**src/rtl/serial_bit_feeder.sv**
```systemverilog
// Parallel-in/serial-out stage: takes a WIDTH-bit word over valid/ready and
// drives it one bit per clock into the single-bit input of a "101" detector.
`timescale 1ns/1ps

module serial_bit_feeder #(
  parameter int   WIDTH     = 8,
  parameter bit   MSB_FIRST = 1'b1,
  parameter logic IDLE_BIT  = 1'b0
) (
  input  logic             clk,
  input  logic             reset,
  input  logic             load_valid,
  input  logic [WIDTH-1:0] load_data,
  output logic             load_ready,
  output logic             x_out,
  output logic             x_valid,
  output logic             frame_last,
  output logic [0:0]       fsm_state
);

  localparam int CNT_W = $clog2(WIDTH);
  localparam logic [CNT_W-1:0] LAST_CNT = CNT_W'(WIDTH - 1);

  localparam logic [0:0] IDLE  = 1'b0;
  localparam logic [0:0] SHIFT = 1'b1;

  logic [0:0]       state;
  logic [WIDTH-1:0] shift_reg;
  logic [WIDTH-1:0] shift_next;
  logic [CNT_W-1:0] bit_cnt;
  logic             at_last;
  logic             accept;

  // Handshake: a word moves when load_valid and load_ready are both high at a
  // posedge. load_ready comes from registers only, so a source may legally
  // wait for it before raising load_valid, or hold load_valid until it rises.
  assign at_last    = (state == SHIFT) && (bit_cnt == LAST_CNT);
  assign load_ready = (state == IDLE) || at_last;
  assign accept     = load_valid && load_ready;

  always_comb begin
    shift_next = shift_reg;
    if (MSB_FIRST) begin
      shift_next = {shift_reg[WIDTH-2:0], 1'b0};
    end else begin
      shift_next = {1'b0, shift_reg[WIDTH-1:1]};
    end
  end

  // Accepting on the last-bit edge reloads directly, giving a gap-free stream.
  always_ff @(posedge clk or posedge reset) begin
    if (reset) begin
      state     <= IDLE;
      shift_reg <= '0;
      bit_cnt   <= '0;
    end else if (accept) begin
      state     <= SHIFT;
      shift_reg <= load_data;
      bit_cnt   <= '0;
    end else if (state == SHIFT) begin
      shift_reg <= shift_next;
      if (at_last) begin
        state   <= IDLE;
        bit_cnt <= '0;
      end else begin
        bit_cnt <= bit_cnt + 1'b1;
      end
    end
  end

  assign x_valid    = (state == SHIFT);
  assign x_out      = x_valid ? (MSB_FIRST ? shift_reg[WIDTH-1] : shift_reg[0]) : IDLE_BIT;
  assign frame_last = at_last;
  assign fsm_state  = state;

endmodule

```
**config.mk**
```make
export PLATFORM = sky130hd
export DESIGN_NAME = serial_bit_feeder
export DESIGN_NICKNAME = d
export VERILOG_FILES = /design/src/rtl/serial_bit_feeder.sv
export SDC_FILE = /design/constraint.sdc
export NUM_CORES = 1
export LEC_CHECK = 0
export BUFFER_PORTS_ARGS = -buffer_cell sky130_fd_sc_hd__buf_4
export CAP_MARGIN = 20
export CORE_MARGIN = 1.5
export CORE_UTILIZATION = 44
export DETAILED_ROUTE_END_ITERATION = 6
export PLACE_DENSITY = 0.71
export SLEW_MARGIN = 10
export SYNTH_ARGS = -nofsm -noshare
export SYNTH_HDL_FRONTEND = slang
export SYNTH_SLANG_ARGS = --single-unit
export TNS_END_PERCENT = 50
```
**constraint.sdc**
```tcl
create_clock -name clk -period 1.55 [get_ports clk]
set_input_delay 0.0775 -clock clk [delete_from_list [all_inputs] [get_ports clk]]
set_output_delay 0.0775 -clock clk [all_outputs]
set_load 0.05 [all_outputs]
```
# --- Word-level counts from Yosys, hierarchy flattened ---
# Index checks and enable logic that the tools add are counted.
word_totals:
  regBits: 12
  inputBits: 11
  output_inout_bits: 5
  wordCells: 19
classes:
  add_sub_neg: 1
  n_eq_ne: 1
  muxes: 9
  bitwise: 1
  n_reduce_logical: 4
op_table:
  columns: ["operator", "count"]
  rows:
  - ["2-to-1 mux 8 bit", 2]
  - ["2-to-1 mux 3 bit", 3]
  - ["2-to-1 mux 1 bit", 4]
  - ["adder 3 x 1 -> 3 bit (second input constant)", 1]
  - ["== test 3 bit (second input constant)", 1]
  - ["logical AND 1 bit", 2]
  - ["nonzero test 2 bit", 1]
  - ["logical OR 1 bit", 1]
  - ["NOT 1 bit", 1]

# --- Longest topological paths before layout ---
logic_depth:
  depth_word: 5
  ltp_mapped: 6
  ltp_nobuf: 5

# --- Worst setup path after synthesis ---
# Ideal clock, no wire load.
synth_timing:
  path_type: "register to register"
  startpoint: "reg bit_cnt[0]"
  endpoint: "reg shift_reg[2]"
  setup_time_ns: 0.124
  arrival_ns: 1.399
  required_ns: 1.426
  slack_ns: 0.028
  stages_incl_launch_ff: 7
  n_path_buf: 1
  period_less_slack_ns: 1.522
  path_cell_list: "dfrtp_1 ha_1 ha_1 nand2b_2 buf_6 a32oi_1 nand2_1"
synth_between:
  elab_chain_cells: 5
  elab_cells_between_ends: 6
  classes_between: "1 x eq/ne; 1 x mux; 4 x reduce/logical"
synth_rtl:
  columns: ["element", "line", "source"]
  rows:
  - ["start, declared", "30", "logic [CNT_W-1:0] bit_cnt;"]
  - ["start signal, assigned", "66", "bit_cnt <= bit_cnt + 1'b1;"]
  - ["== test 3 bit (*)", "37", "assign at_last = (state == SHIFT) && (bit_cnt == LAST_CNT);"]
  - ["logical AND 1 bit (*)", "37", null]
  - ["logical OR 1 bit (*)", "38", "assign load_ready = (state == IDLE) || at_last;"]
  - ["named net load_ready", "14", "output logic load_ready,"]
  - ["logical AND 1 bit (*)", "39", "assign accept = load_valid && load_ready;"]
  - ["2-to-1 mux 8 bit / nonzero test 2 bit (equally long branches)", null, null]
  - ["end signal, assigned", "58", "shift_reg <= load_data;"]
  - ["end signal, assigned", "61", "shift_reg <= shift_next;"]
  - ["end, declared", "28", "logic [WIDTH-1:0] shift_reg;"]
# The timed path passes the listed nets; every way through them passes the cells marked *.
# A chain may end at the register's enable or synchronous reset.

# --- Worst setup path after layout ---
layout_timing:
  startpoint: "reg bit_cnt[1]"
  endpoint: "out frame_last"
layout_between:
  elab_chain_cells: 2
layout_rtl:
  columns: ["element", "line", "source"]
  rows:
  - ["== test 3 bit", "37", null]
  - ["logical AND 1 bit", "37", null]
  - ["end, declared", "17", "output logic frame_last,"]
# Every way passes these cells.

==> reports/summary.txt <==
Status = complete, no violations
Initial antenna violation count = 0
Cells on worst reg2reg path = 6
Slowest-stage cell, CP = dfrtp_1
Final hold violation count = 0
Final Cell Area = 823 um^2
Number of flip-flops in the largest register = 8
Clock Sinks = 12
WL/cell = 13.8 um
Clock Tree Root = clkbuf_4
Worst Setup End Kind = output pin
Seq pwr share = 34.3%
Die X = 40.4 um
Area of the core = 1300 um^2
Sw frac = 40.8%
# Max-Cap Violations = 0
Final antenna-violating net count = 0
Crit Path Max Fanout = 4
RR Startpoint = bit_cnt[1]
Ant diodes = 0
Int Power = 0.978 mW
Register area share after synthesis = 48.8%
Initial DRC Count = 4
Final Critical Period = 1.49 ns
Pin count of the biggest net entering global routing = 17
IO Count = 16
Post-synthesis average cell area = 10.4 um^2
Hold worst-path end = shift_reg[3]
Worst-skew pair later-pin latency = 0.28 ns
Crit-path cells = ha_2 -> ha_4 -> buf_6 -> and2_4 -> buf_8
CTS tree = built
Psw = 0.674 mW
Clock Power Share = 15.3%
CP Class = reg2out
Global-route usage over all layers = 19.7%
Worst EP required = 1.47 ns
Pwr/cell area = 2010 nW/um^2
#FFs+latches synth = 12
RSZ-0062 raised after global routing = no
Non-filler cells, final = 93
Routed WL = 1280 um
Combinational power share = 50.4%
Hold Path Class = in2reg
Gate Count Post-Synth = 59
Crit path DAT = 1.41 ns
Fin Setup TNS = 0 ns
CTS buffer count = 3
Placed Area = 731 um^2
Crit path launch type = flop
Hold Path Depth = 3
HPWL after DPL = 848 um
Vias/cell = 5.40
Fmax = 0.673 GHz
Unique masters post-synth = 22
Setup Skew = 0.00510 ns
Lkg Pwr = 0.393 nW
Share of layout cells above drive strength 1 = 34.6%
Global-route wire length before repair = 1960 um
DRC Markers = 0
Worst r2r dst = shift_reg[5]
Vias post-DR = 502
DIE HEIGHT = 40.4 um
Period utilization = 95.8%
Buffer levels on the longest clock path = 2
Final nets = 92
Core Rows = 13
Final Setup Violations = 0
DR pass1 iterations = 4
Slew margin rel. = 69.4%
Syn nets = 72
Vias in the first global route = 442
Number of H-tree levels = 1
Synth Cell Area = 616 um^2
R2R setup slack = 0.14 ns
Worst-path clk slew = 0.07 ns
Synth Warn # = 0
Worst VDD drop = 1.07 mV
Area Growth Syn to Fin = 33.7%
IO Port Bufs = 15
Die ar. = 1630 um^2
Slowest stage delay, CP = 0.39 ns
Placed insts = 87
GRT Residual Overflow = 0
Hold_sp = load_data[3]
Final RePlAce weighted congestion = 0.698
Initial Utilization = 47.3%
Final Slew Violations = 0
Slew @ Worst Pin = 0.458 ns
## metal layers
metal	share of wire (%)	wire, um	vias to the layer above	global-route usage, %
met2	47	601	16	27.0
met3	4.6	59	4	6.67
met5	0	0	-	0
met1	45	582	231	23.9
li1	-	-	251	-
met4	2.9	37	0	17.5
## worst max-delay path by stage
stage	from	endpoint	slack [ns]	cells after the start
global placement	bit_cnt[0]	shift_reg[4]	0.09	5
detailed placement	bit_cnt[0]	shift_reg[3]	0.06	5
CTS	fsm_state	frame_last	0.007	3
finish	bit_cnt[1]	frame_last	0.06	5
global route	bit_cnt[1]	load_ready	0.005	4
floorplan	bit_cnt[0]	shift_reg[2]	0.03	6
## synthesized netlist by cell type (all sizes together)
library cell | instances | area share [%]
dfrtp | 12 | 49
nand2 | 10 | 6.1
buf | 4 | 5.1
nand2b | 4 | 4.5
a211o | 3 | 4.3
a32oi | 3 | 4.3
nor2b | 3 | 3.0
o21ai | 3 | 2.4
o221a | 3 | 5.5
and2 | 2 | 2.0
ha | 2 | 4.1
inv | 2 | 1.2
nand3 | 2 | 1.6
a21boi | 1 | 1.2
mux2i | 1 | 1.6
nand3b | 1 | 1.2
nor2 | 1 | 0.61
o22ai | 1 | 1.0
o311ai | 1 | 1.4
## placed cells by master (no fill, tap or decap)
master         instances
a21boi_1               1
nor2_1                 1
nand2_1               10
o221a_1                3
nand2b_1               3
nand2b_4               1
buf_8                  1
and2_1                 1
o21ai_0                3
clkbuf_8               1
nor2b_1                3
dfrtp_2                1
nand3_1                2
o22ai_1                1
inv_1                  2
a211o_1                3
dfrtp_1               11
o311ai_0               1
ha_2                   1
mux2i_1                1
buf_6                  2
dlygate4sd3_1          1
a32oi_1                3
and2_4                 1
ha_4                   1
nand3b_1               1
buf_4                 15
clkbuf_4               3
## timing repair
item                                    CTS  global route
endpoints found under the setup margin    2             1
resized for setup                         5             5
pin swaps                                 0             1
setup buffers                             1             0
hold buffers                              1             0
hold endpoints to repair                 12             0
## through the flow
stage               utilization, %  setup slack (ns)  hold slack, ns  power, mW
floorplan                        -            0.0276         -0.0578       1.12
global placement              56.2            0.0935           0.122       1.27
detailed placement            56.2            0.0615           0.117       1.29
CTS                           61.6           0.00739          0.0318       1.61
global route                  63.3           0.00531          0.0569       1.77
finish                        63.3            0.0649          0.0451       1.65
## worst max-delay path, delay by kind of cell, from the launching register on
family / cells / cell delay (ns)
adders and majority gates: 2 / 0.36
buffers and inverters: 2 / 0.25
DFF: 1 / 0.39
and+or+nand+nor: 1 / 0.13
## final cells by class
cell class	instances	area (um^2)
tap	15	18.8
sequential	12	302
fill	115	478
inverter	2	7.51
multi-input combinational	41	299
clock buffer	4	36.3
timing repair buffer	19	160
## power groups by stage
stage	sequential, mW	clock, mW	combinational (mW)
CTS	0.559	0.263	0.786
finish	0.567	0.252	0.832
global route	0.586	0.272	0.914
floorplan	0.550	0	0.568
detailed placement	0.561	0	0.725
global placement	0.559	0	0.714
## cells by family after synthesis
group / synth area share, %
AO/OA/AOI/OAI: 20.1
adder cells (fa/ha/maj): 4.06
buffers and inverters: 6.30
flip-flops: 48.8
multiplexers: 1.63
AND/OR/NAND/NOR: 19.1
(Power assumes the default switching activity.)
